[src/rtl/tnn_stream_classifier.sv]
// tnn_stream_classifier: streams FEAT_W-bit features over valid/ready and
// evaluates N_NEUR ternary-weight neurons, emitting one class vector per frame.
module tnn_stream_classifier #(
  parameter int N_FEAT = 6,
  parameter int FEAT_W = 3,
  parameter int N_NEUR = 2,
  parameter int ACC_W = 7,
  parameter logic [N_NEUR*N_FEAT-1:0] W_POS = 12'b111111_000011,
  parameter logic [N_NEUR*N_FEAT-1:0] W_NEG = 12'b000000_001100,
  parameter logic [N_NEUR*ACC_W-1:0] THRESH = {7'sd20, 7'sd0}
) (
  input  logic              clk,
  input  logic              rst_n,
  input  logic              in_valid,
  output logic              in_ready,
  input  logic [FEAT_W-1:0] in_data,
  input  logic              in_last,
  output logic              out_valid,
  input  logic              out_ready,
  output logic [N_NEUR-1:0] out_class,
  output logic              frame_err
);
  localparam int IDX_W = $clog2(N_FEAT);
  logic [IDX_W-1:0] idx;
  logic signed [ACC_W-1:0] acc [N_NEUR];
  logic signed [ACC_W-1:0] acc_nxt [N_NEUR];
  logic [N_NEUR-1:0] cls;
  logic last_idx, accept, restart;
  assign last_idx = idx == IDX_W'(N_FEAT - 1);
  // only the final beat has to wait for a pending class vector to drain
  assign in_ready = !(last_idx && out_valid && !out_ready);
  assign accept = in_valid && in_ready;
  assign restart = last_idx || in_last;
  genvar g;
  for (g = 0; g < N_NEUR; g++) begin : g_neur
    localparam logic [N_FEAT-1:0] WP = W_POS[g*N_FEAT +: N_FEAT];
    localparam logic [N_FEAT-1:0] WN = W_NEG[g*N_FEAT +: N_FEAT];
    localparam logic signed [ACC_W-1:0] TH = THRESH[g*ACC_W +: ACC_W];
    logic signed [ACC_W-1:0] d;
    assign d = $signed(ACC_W'(in_data));
    assign acc_nxt[g] = (WP[idx] && !WN[idx]) ? acc[g] + d :
                        (WN[idx] && !WP[idx]) ? acc[g] - d : acc[g];
    assign cls[g] = acc_nxt[g] >= TH;
  end
  always_ff @(posedge clk or negedge rst_n) begin
    if (!rst_n) begin
      idx <= '0;
      for (int n = 0; n < N_NEUR; n++) acc[n] <= '0;
      out_valid <= 1'b0;
      out_class <= '0;
      frame_err <= 1'b0;
    end else begin
      out_valid <= (accept && last_idx) || (out_valid && !out_ready);
      // in_last must coincide exactly with the final beat
      frame_err <= accept && (last_idx != in_last);
      if (accept) begin
        idx <= restart ? '0 : idx + 1'b1;
        for (int n = 0; n < N_NEUR; n++) acc[n] <= restart ? '0 : acc_nxt[n];
        if (last_idx) out_class <= cls;
      end
    end
  end
endmodule

[config.mk]
export PLATFORM = sky130hd
export DESIGN_NAME = tnn_stream_classifier
export DESIGN_NICKNAME = d
export VERILOG_FILES = /design/src/rtl/tnn_stream_classifier.sv
export SDC_FILE = /design/constraint.sdc
export NUM_CORES = 1
export LEC_CHECK = 0
export BUFFER_PORTS_ARGS = -buffer_cell sky130_fd_sc_hd__buf_2
export CORE_UTILIZATION = 37
export DETAILED_ROUTE_END_ITERATION = 16
export SYNTH_ARGS = -nofsm -noshare
export SYNTH_HDL_FRONTEND = slang
export SYNTH_SLANG_ARGS = --single-unit
[constraint.sdc]
create_clock -name clk -period 2.8 [get_ports clk]
set_clock_uncertainty 0.05 [all_clocks]
set_input_delay 0.14 -clock clk [delete_from_list [all_inputs] [get_ports clk]]
set_output_delay 0.14 -clock clk [all_outputs]
set_load 0.05 [all_outputs]
==> results of run 1 <==
==> state kept, by name, summed over array words and instances, names as in the netlist <==
name / count
out_class: 2
idx: 3
acc: 14
out_valid: 1
frame_err: 1
==> path summary, 6_finish.rpt <==
check / to / cells after the start
setup / recovery: out_class[1]$_DFFE_PN0P_ / 8
hold / removal: out_valid$_DFF_PN0_ / 3
setup reg to reg: out_class[1]$_DFFE_PN0P_ / 8
hold reg to reg: acc[0]$_DFFE_PN0P_ / 2
max in group asynchronous: acc[7]$_DFFE_PN0P_ / 2
min in group asynchronous: acc[10]$_DFFE_PN0P_ / 2
==> cells by family (layout without fill, tap and decap cells) <==
group | count (synthesis) | in the layout | synth area share (%)
AND/OR/NAND/NOR | 56 | 56 | 19.7
AO/OA/AOI/OAI | 44 | 44 | 20.6
flip-flops | 21 | 21 | 35.7
buffers and inverters | 17 | 31 | 5.18
adder cells (fa/ha/maj) | 15 | 15 | 14.3
multiplexers | 4 | 4 | 2.80
XOR/XNOR | 3 | 3 | 1.78
==> synthesized netlist by cell type (2+ instances only) <==
| library cell | n | area, um^2 |
|---|---|---|
| a21o_1 | 2 | 15.0 |
| dfrtp_1 | 21 | 526 |
| a22o_1 | 3 | 26.3 |
| nand2b_1 | 3 | 18.8 |
| o21ai_0 | 10 | 50.1 |
| nand4_1 | 2 | 12.5 |
| buf_2 | 4 | 20.0 |
| nand3_1 | 7 | 35.0 |
| nand2_1 | 19 | 71.3 |
| inv_1 | 11 | 41.3 |
| nor2b_1 | 5 | 31.3 |
| nor3b_1 | 3 | 22.5 |
| o22ai_1 | 2 | 12.5 |
| nor2_1 | 9 | 33.8 |
| nor3_1 | 2 | 10.0 |
| o31ai_1 | 3 | 22.5 |
| o21ai_1 | 4 | 20.0 |
| mux2i_1 | 3 | 30.0 |
| ha_1 | 12 | 150 |
| xnor2_1 | 2 | 17.5 |
| fa_1 | 3 | 60.1 |
| a21oi_1 | 8 | 40.0 |
==> metal layers <==
metal / vias to the layer above / GRT usage [%]
met5: - / 0
met4: 0 / 5.71
met2: 21 / 28.4
met3: 7 / 1.56
met1: 547 / 22.9
li1: 595 / -
==> per-stage QoR <==
stage	area, um^2	total power, mW	std cells	worst slack [ns]	util (%)
after CTS	1640	1.06	222	0.661	43.7
final	1640	1.06	222	0.675	43.7
after global placement	1580	0.844	217	0.769	42.2
after global routing	1640	1.15	222	0.501	43.7
after detailed placement	1580	0.859	217	0.680	42.2
after floorplan	1470	0.769	160	0.894	-
==> power by group through the flow <==
stage          sequential, mW  clock, mW  combinational (mW)
2_1_floorplan           0.464          0               0.305
3_3_place_gp            0.469          0               0.374
3_5_place_dp            0.473          0               0.387
4_1_cts                 0.466      0.206               0.391
5_1_grt                 0.485      0.222               0.444
6_report                0.467      0.203               0.388
==> worst register-to-register path: cells and delay by family (launching register included) <==
| family | cells | cell delay (ns) |
|---|---|---|
| adder cells (fa/ha/maj) | 2 | 0.61 |
| buffers and inverters | 1 | 0.06 |
| flip-flops | 1 | 0.35 |
| AND/OR/NAND/NOR | 1 | 0.08 |
| AO/OA/AOI/OAI | 4 | 0.85 |
==> cell type report <==
cell class	count	area, um^2	area share (%)
clock buffers	4	45.0	2.75
flip-flops and latches	21	526	32.1
repair buffers	16	92.6	5.66
multi-input cells	122	871	53.3
well taps	48	60.1	3.67
inverters	11	41.3	2.52
==> reports/results.txt, run 1 <==
I/O Buffers = 12
family with the most delay on the worst path = compound AO/OA/AOI/OAI gates
Final Wtd Congestion = 0.859
fraction of the yosys area taken by sequential cells = 35.7%
unrepaired setup endpoints after global routing = false
net count of the mapped netlist = 183
CTS Buf Count = 3
Root Buffer = clkbuf_8
most common flop cell mapped by yosys = dfrtp_1
fraction of layout cells with a size suffix above 1 = 14.9%
class of the most critical setup path = reg2reg
post-synthesis async set-or-reset flop share = 100%
total power divided by cell area = 647 mW/mm^2
wire length on met2 = 1450 um
Switching Share = 39.2%
Post-Route Hold Slack = 0.185 ns
initial standard-cell utilization of the core = 39.3%
worst reg-to-reg setup slack = 0.68 ns
met1 wire length = 1470 um
Internal Power = 643 uW
initial DRC count = 95
leakage component of the power = 0.759 nW
final setup violating endpoints = 0
via density per instance = 5.27
outcome = complete, no violations
largest net degree at the start of global routing = 22
Inserted Diodes = 0
residual antenna-violating net count after detailed routing = 0
row count = 22
setup_tns = 0 ns
highest metal used = met4
critical path's largest stage delay = 0.42 ns
clock buffer depth = 2
flip-flop and latch count after synthesis = 21
final global-route overflow total = 0
TritonCTS clock tree = built
Setup crit start kind = flop
kind of end point of the critical path = flop
clock latency on the worst-skew pair = 0.26 ns
fill cell count = 376
Core Box Area = 0.00374 mm^2
gate count after technology mapping = 160
Worst-Margin Slew = 0.475 ns
clock transition at the registers of the reported paths = 0.08 ns
largest vdd supply drop = 0.218 mV
startpoint of the worst-slack reg-to-reg timing path = acc[0]$_DFFE_PN0P_
net switching power = 414 uW
Critical-path top delay cell = fa_1
number of levels the H-tree was split into = 1
startpoint of the tightest hold check path = out_ready
die area = 0.00424 mm^2
netlist area before placement = 0.00147 mm^2
Die Y = 65.1 um
Max Slew Vio Count = 0
sequential share of power = 44.2%
I/O pin count = 13
Die Width = 65.1 um
Clock Power Share = 19.2%
min Tclk post-route = 2.12 ns
origin of the worst setup path = acc[0]$_DFFE_PN0P_
most common library cell in the layout ignoring fill and taps = dfrtp_1
Post-Syn Area per Cell = 9.20 um^2
Cell Chain, Critical Path = ha_1 > inv_1 > fa_1 > a211o_1 > a21oi_1 > nor3b_1 > a2111oi_2 > o31ai_1
final net count = 198
Hold Buf Count CTS = 1
met3 wire length = 89 um
number of sinks handled by clock tree synthesis = 21
period utilisation layout = 75.9%
worst slew margin relative to its limit = 68.3%
Yosys warning count = 0
leading cell types in the layout, fill and taps excluded = dfrtp_1, nand2_1, ha_1, buf_2, inv_1
Bufs and invs on worst path = 1
final count of hold timing violations = 0
Area growth, synth to finish = 11.0%
Max FO, Critical Path = 4
wire length of the first global-routing pass = 5610 um
DRT Pass-1 Iters = 4
maximum clock frequency = 471 MHz
total DRC errors in the routed layout = 0
via count = 1170
routed wire length = 3060 um
synth unique cells = 44
post-DP HPWL = 2370 um
worst min path class = in2reg
global router's overall resource usage = 17.0%
number of enable-type register cells in the synthesized netlist = 0
CP arrival = 2.22 ns
count of instances resized after the clock tree is built = 0
antenna violations before repair = 0
post-CTS setup repair buffer count = 0
combinational cell fraction of total power = 36.7%
reported max-cap violation count = 0
detail-routed net length per standard cell = 13.8 um
via count of the first global-routing pass = 1216
data required time of the worst path = 2.89 ns
No activity file was read; power rests on OpenSTA's default activity.
==> inputs of run 2 (changes only) <==
==> constraint.sdc (replaced) <==
create_clock -name clk -period 2 [get_ports clk]
set_clock_uncertainty 0.05 [all_clocks]
set_input_delay 0.1 -clock clk [delete_from_list [all_inputs] [get_ports clk]]
set_output_delay 0.1 -clock clk [all_outputs]
set_load 0.05 [all_outputs]
==> run 2 against run 1 <==
  * Critical path depth decreased by 1
  * Final cell count increased by 1.8%
  * Non-clock buffer count increased by 4
  * Cell area increased by 7.0%
  * Clock power increased by 48%
  * Global-route usage increased by 1.3 points
  * Worst hold slack got worse by 0.040 ns
  * Largest cell class unchanged
==> reports/results.txt, run 2 (same netlist as run 1, synthesis figures left out) <==
Area growth, synth to finish = 18.9%
Die Width = 65.1 um (unchanged)
Worst-Margin Slew = 0.505 ns (+0.0307 ns)
Core Box Area = 0.00374 mm^2 (unchanged)
fill cell count = 370 (-1.6%)
number of levels the H-tree was split into = 1 (unchanged)
register ranked first by flip-flop count = acc
via count of the first global-routing pass = 1233 (+1.4%)
maximum clock frequency = 516 MHz (+9.7%)
via count = 1221 (+4.4%)
Max Slew Vio Count = 0 (unchanged)
data required time of the worst path = 2.10 ns (-0.79 ns)
register cell area after layout = 527 um^2 (+0.24%)
CP arrival = 2.03 ns (-0.19 ns)
largest vdd supply drop = 0.363 mV (+66%)
Final Wtd Congestion = 0.891 (+3.7%)
TritonCTS clock tree = built
min Tclk post-route = 1.94 ns (-0.188 ns)
I/O Buffers = 12 (unchanged)
antenna violations before repair = 0 (unchanged)
filler-free cell count of the finished design = 226 (+1.8%)
worst slew margin relative to its limit = 66.3% (-2.0 points)
fraction of layout cells with a size suffix above 1 = 25.3% (+10 points)
endpoint of the worst-slack reg-to-reg timing path = acc[11]$_DFFE_PN0P_
total power divided by cell area = 902 mW/mm^2 (+40%)
DRT Pass-1 Iters = 4 (unchanged)
global router's overall resource usage = 18.2% (+1.3 points)
cells on worst reg2reg path = 7 (-1)
clock transition at the registers of the reported paths = 0.09 ns (about the same)
Critical-path top delay cell = dfrtp_1
Inserted Diodes = 0 (unchanged)
CTS Buf Count = 3 (unchanged)
worst reg-to-reg setup slack = 0.06 ns (-0.61 ns)
wire length of the first global-routing pass = 5840 um (+4.2%)
capture endpoint of the worst hold path = out_valid$_DFF_PN0_
Cell Chain, Critical Path = ha_2 > fa_2 > nor2b_1 > o211ai_1 > a211oi_1 > a31oi_1 > o22ai_1
initial DRC count = 113 (+19%)
leading cell types in the layout, fill and taps excluded = dfrtp_1, nand2_1, buf_2
Largest register FFs = 14 (unchanged)
residual antenna-violating net count after detailed routing = 0 (unchanged)
final global-route overflow total = 0 (unchanged)
detail-routed net length per standard cell = 15.2 um (+11%)
total DRC errors in the routed layout = 0 (unchanged)
clock latency on the worst-skew pair = 0.27 ns (about the same)
via density per instance = 5.40 (+2.5%)
Max FO, Critical Path = 3 (-1)
initial standard-cell utilization of the core = 39.3% (unchanged)
final net count = 202 (+2.0%)
startpoint of the tightest hold check path = out_ready
leakage component of the power = 0.800 nW (+5.4%)
largest net degree at the start of global routing = 24 (+9.1%)
post-DP HPWL = 2450 um (+3.4%)
worst min path class = in2reg
number of cells on the worst hold path = 3 (unchanged)
clock buffer depth = 2 (unchanged)
unrepaired setup endpoints after global routing = true
final count of hold timing violations = 0 (unchanged)
area occupied by multi-input gates = 941 um^2 (+8.0%)
leading registers by flop count = acc (14), idx (3), out_class (2)
critical path's largest stage delay = 0.39 ns (-0.03 ns)
row count = 22 (unchanged)
kind of end point of the critical path = flop
class of the most critical setup path = reg2reg
reported max-cap violation count = 0 (unchanged)
most common library cell in the layout ignoring fill and taps = dfrtp_1
final setup violating endpoints = 0 (unchanged)
period utilisation layout = 96.9% (+21 points)
startpoint of the worst-slack reg-to-reg timing path = acc[7]$_DFFE_PN0P_
die area = 0.00424 mm^2 (unchanged)
Root Buffer = clkbuf_8
routed wire length = 3440 um (+13%)
Placed Area = 0.00162 mm^2 (+2.7%)
number of cells after detailed placement = 221 (+1.8%)
number of sinks handled by clock tree synthesis = 21 (unchanged)
I/O pin count = 13 (unchanged)
Final Cell Area = 0.00175 mm^2 (+7.0%)
Die Y = 65.1 um (unchanged)
Setup crit start kind = flop
outcome = complete, no violations
[run 2: cell types whose count changed in the layout (fill, tap and decap cells not counted), moves of 2 or more]
cell | before | now
buf_4 | 3 | 6
fa_1 | 3 | 0
fa_2 | 0 | 3
ha_2 | 0 | 2
ha_1 | 12 | 10
nor3b_1 | 3 | 1
nor3b_2 | 0 | 2
[run 2: how the worst max path moves through the flow]
| stage | from | end | slack [ns] | cells after the start |
|---|---|---|---|---|
| floorplan | idx[1]$_DFFE_PN0P_ | acc[12]$_DFFE_PN0P_ | 0.09 | 8 |
| global placement | acc[0]$_DFFE_PN0P_ | out_class[1]$_DFFE_PN0P_ | 0.04 | 8 |
| detailed placement | acc[0]$_DFFE_PN0P_ | out_class[1]$_DFFE_PN0P_ | -0.03 | 8 |
| CTS | acc[7]$_DFFE_PN0P_ | acc[13]$_DFFE_PN0P_ | 0.02 | 9 |
| global route | acc[0]$_DFFE_PN0P_ | out_class[1]$_DFFE_PN0P_ | -0.05 | 7 |
| finish | acc[7]$_DFFE_PN0P_ | acc[11]$_DFFE_PN0P_ | 0.06 | 7 |
[run 2: report_power, final]
part / internal [mW] / total [mW] / switching, mW
sequential: 0.520 / 0.663 / 0.143
clock: 0.139 / 0.301 / 0.161
combinational: 0.273 / 0.616 / 0.343
[run 2: routing by layer]
| layer | GRT usage [%] | share of wire, % | wire length [um] | up-vias |
|---|---|---|---|---|
| li1 | - | - | - | 605 |
| met1 | 24.2 | 48 | 1650 | 574 |
| met2 | 30.3 | 46 | 1590 | 32 |
| met3 | 2.43 | 3.5 | 120 | 10 |
| met4 | 6.52 | 2.2 | 74 | 0 |
| met5 | 0 | 0 | 0 | - |
[run 2: final cells by class]
cell class,instances,area share [%]
repair buffers,20,7.72
multi-input cells,122,53.8
well taps,48,3.43
inverters,11,2.36
flip-flops and latches,21,30.1
clock buffers,3,2.36
clock inverters,1,0.286
[run 2: what timing repair did]
| action | in CTS | in global routing |
|---|---|---|
| setup endpoints to repair | 2 | 6 |
| gates resized for setup | 2 | 15 |
| pin swaps | 1 | 5 |
| setup buffers | 0 | 0 |
| endpoints found under the hold margin | 21 | 0 |
| hold buffers | 1 | 0 |
[run 2: worst max-delay path: cells and delay by family (launching register included)]
| kind | cells | cell delay (ns) |
|---|---|---|
| AND/OR/NAND/NOR | 1 | 0.14 |
| AO/OA/AOI/OAI | 4 | 0.69 |
| flip-flops | 1 | 0.39 |
| adder cells (fa/ha/maj) | 2 | 0.54 |
[run 2: stage by stage]
step | hold slack, ns | power (mW) | TNS (ns) | utilization [%] | worst slack, ns
floorplan | -0.246 | 1.08 | 0 | - | 0.0944
global placement | 0.0437 | 1.19 | 0 | 43.3 | 0.0437
detailed placement | 0.0472 | 1.22 | -0.0256 | 43.3 | -0.0256
CTS | 0.142 | 1.53 | 0 | 45.0 | 0.0204
global route | 0.176 | 1.70 | -0.0931 | 46.8 | -0.0475
finish | 0.145 | 1.58 | 0 | 46.8 | 0.0630
==> inputs of run 3 (changes only) <==
--- a/config.mk
+++ b/config.mk
@@ -8,6 +8,7 @@
 export BUFFER_PORTS_ARGS = -buffer_cell sky130_fd_sc_hd__buf_2
 export CORE_UTILIZATION = 37
 export DETAILED_ROUTE_END_ITERATION = 16
+export PLACE_DENSITY_LB_ADDON = 0.1
 export SYNTH_ARGS = -nofsm -noshare
 export SYNTH_HDL_FRONTEND = slang
 export SYNTH_SLANG_ARGS = --single-unit
==> run 3 against run 2 <==
  * Core utilization shrank 0.77 points
  * Sequential share of layout area up 0.43 points
  * Final cell count is 1.3% higher
  * Non-clock buffer count grew 3
  * Flip-flop and latch count stayed put
  * Power down 2.5%
  * Global-route usage down 0.89 points
  * Cell area shrank 1.6%
  * Routed wire length down 6.7%
  * Clock power fell by 3%
  * Sequential power decreased by 2%
  * Critical path type unchanged
  * Largest cell class unchanged
  * Highest routed layer unchanged
==> reports/results.txt, run 3 (same netlist as run 1, synthesis figures left out) <==
Max FO, Critical Path = 3 (unchanged)
Inserted Diodes = 0 (unchanged)
largest net degree at the start of global routing = 22 (-8.3%)
Clock Power Share = 19.0% (about the same)
total DRC errors in the routed layout = 0 (unchanged)
post-DP HPWL = 2440 um (-0.53%)
register ranked first by flip-flop count = acc
I/O pin count = 13 (unchanged)
CP arrival = 2.01 ns (-0.02 ns)
residual antenna-violating net count after detailed routing = 0 (unchanged)
Area growth, synth to finish = 16.9%
Root Buffer = clkbuf_8
Internal Power = 927 uW (-0.56%)
number of sinks handled by clock tree synthesis = 21 (unchanged)
fill cell count = 394 (+6.5%)
leading registers by flop count = acc (14), idx (3), out_class (2)
leading cell types in the layout, fill and taps excluded = dfrtp_1, nand2_1, buf_2
unrepaired setup endpoints after global routing = true
global router's overall resource usage = 17.3% (-0.89 points)
worst min path class = in2reg
final global-route overflow total = 0 (unchanged)
initial standard-cell utilization of the core = 39.3% (unchanged)
CTS Buf Count = 3 (unchanged)
number of levels the H-tree was split into = 1 (unchanged)
period utilisation layout = 95.7% (-1.2 points)
sequential share of power = 42.3% (+0.3 points)
via count of the first global-routing pass = 1227 (-0.49%)
class of the most critical setup path = reg2reg
leakage component of the power = 0.796 nW (-0.46%)
outcome = complete, no violations
most common library cell in the layout ignoring fill and taps = dfrtp_1
row count = 22 (unchanged)
die area = 0.00424 mm^2 (unchanged)
min Tclk post-route = 1.91 ns (-0.0234 ns)
kind of end point of the critical path = flop
clock buffer depth = 2 (unchanged)
filler-free cell count of the finished design = 229 (+1.3%)
Largest register FFs = 14 (unchanged)
Die Width = 65.1 um (unchanged)
I/O Buffers = 12 (unchanged)
number of cells after detailed placement = 223 (+0.90%)
detail-routed net length per standard cell = 14.0 um (-8.0%)
antenna violations before repair = 0 (unchanged)
final count of hold timing violations = 0 (unchanged)
maximum clock frequency = 523 MHz (+1.2%)
total power divided by cell area = 895 mW/mm^2 (-0.83%)
Worst-Margin Slew = 0.502 ns (-0.00369 ns)
Die Y = 65.1 um (unchanged)
Post-Route Hold Slack = 0.120 ns (-0.0247 ns)
fraction of layout cells with a size suffix above 1 = 24.3% (-0.97 points)
reported max-cap violation count = 0 (unchanged)
net switching power = 613 uW (-5.2%)
Max Slew Vio Count = 0 (unchanged)
Setup crit start kind = flop
Final Wtd Congestion = 0.813 (-8.7%)
Switching Share = 39.8% (-1.2 points)
DRT Pass-1 Iters = 4 (unchanged)
via count = 1220 (-0.082%)
Core Box Area = 0.00374 mm^2 (unchanged)
final net count = 205 (+1.5%)
combinational cell fraction of total power = 38.7% (-0.3 points)
clock latency on the worst-skew pair = 0.27 ns (about the same)
total power of the final layout = 1.54 mW (-2.5%)
TritonCTS clock tree = built
worst slew margin relative to its limit = 66.5% (+0.25 points)
wire length of the first global-routing pass = 5610 um (-4.0%)
largest vdd supply drop = 0.355 mV (-2.4%)
initial DRC count = 63 (-44%)
final setup violating endpoints = 0 (unchanged)
data required time of the worst path = 2.10 ns (about the same)
routed wire length = 3210 um (-6.7%)
clock transition at the registers of the reported paths = 0.08 ns (about the same)
via density per instance = 5.33 (-1.4%)
## run 3: routing by layer
| metal | wire [um] | vias to the layer above | track usage [%] |
|---|---|---|---|
| li1 | - | 612 | - |
| met1 | 1460 | 578 | 22.2 |
| met2 | 1610 | 26 | 29.7 |
| met3 | 97 | 4 | 2.60 |
| met4 | 43 | 0 | 5.98 |
| met5 | 0 | - | 0 |
## run 3: what timing repair did
item,CTS,global route
buffers inserted,0,1
resized for setup,2,10
setup endpoints to repair,1,4
pin swaps,1,5
hold endpoints to repair,21,0
hold buffers,1,0
## run 3: power groups by stage
stage | Clock (mW) | Combinational, mW | Sequential (mW)
global placement | 0 | 0.554 | 0.650
finish | 0.293 | 0.596 | 0.652
floorplan | 0 | 0.427 | 0.650
detailed placement | 0 | 0.570 | 0.655
CTS | 0.296 | 0.577 | 0.646
global route | 0.318 | 0.677 | 0.672
## run 3: final timing paths
kind                       slack [ns]  cells past startpoint                from                  endpoint
setup / recovery                 0.09                      8  acc[0]$_DFFE_PN0P_  out_class[1]$_DFFE_PN0P_
hold reg to reg                  0.43                      2  acc[0]$_DFFE_PN0P_        acc[0]$_DFFE_PN0P_
min in group asynchronous        0.27                      2               rst_n       acc[10]$_DFFE_PN0P_
setup reg to reg                 0.09                      8  acc[0]$_DFFE_PN0P_  out_class[1]$_DFFE_PN0P_
max in group asynchronous        1.29                      2               rst_n        idx[2]$_DFFE_PN0P_
hold / removal                   0.12                      3           out_ready       out_valid$_DFF_PN0_
## run 3: area by class of cell
class	instances	area [um^2]	area share [%]
Clock buffer	3	41.3	2.40
Clock inverter	1	5.00	0.291
Inverter	11	41.3	2.40
Multi-Input combinational cell	122	903	52.5
Sequential cell	21	526	30.5
Tap cell	48	60.1	3.49
Timing Repair Buffer	23	145	8.43
## run 3: through the flow
step / util (%) / cell area, um^2 / setup TNS [ns] / setup slack, ns
finish: 46.0 / 1720 / 0 / 0.0863
global route: 46.0 / 1720 / -0.0106 / -0.0106
CTS: 45.0 / 1690 / 0 / 0.0188
detailed placement: 43.4 / 1630 / -0.0442 / -0.0442
global placement: 43.4 / 1630 / 0 / 0.0102
floorplan: - / 1470 / 0 / 0.0944
## run 3: critical path, stage by stage (launching register included)
cell and delay (ns):
dfrtp_1 0.35, ha_1 0.17, inv_1 0.06, fa_2 0.35, a211o_1 0.24, a21oi_1 0.16
nor3b_1 0.08, a2111oi_2 0.25, o31ai_1 0.10
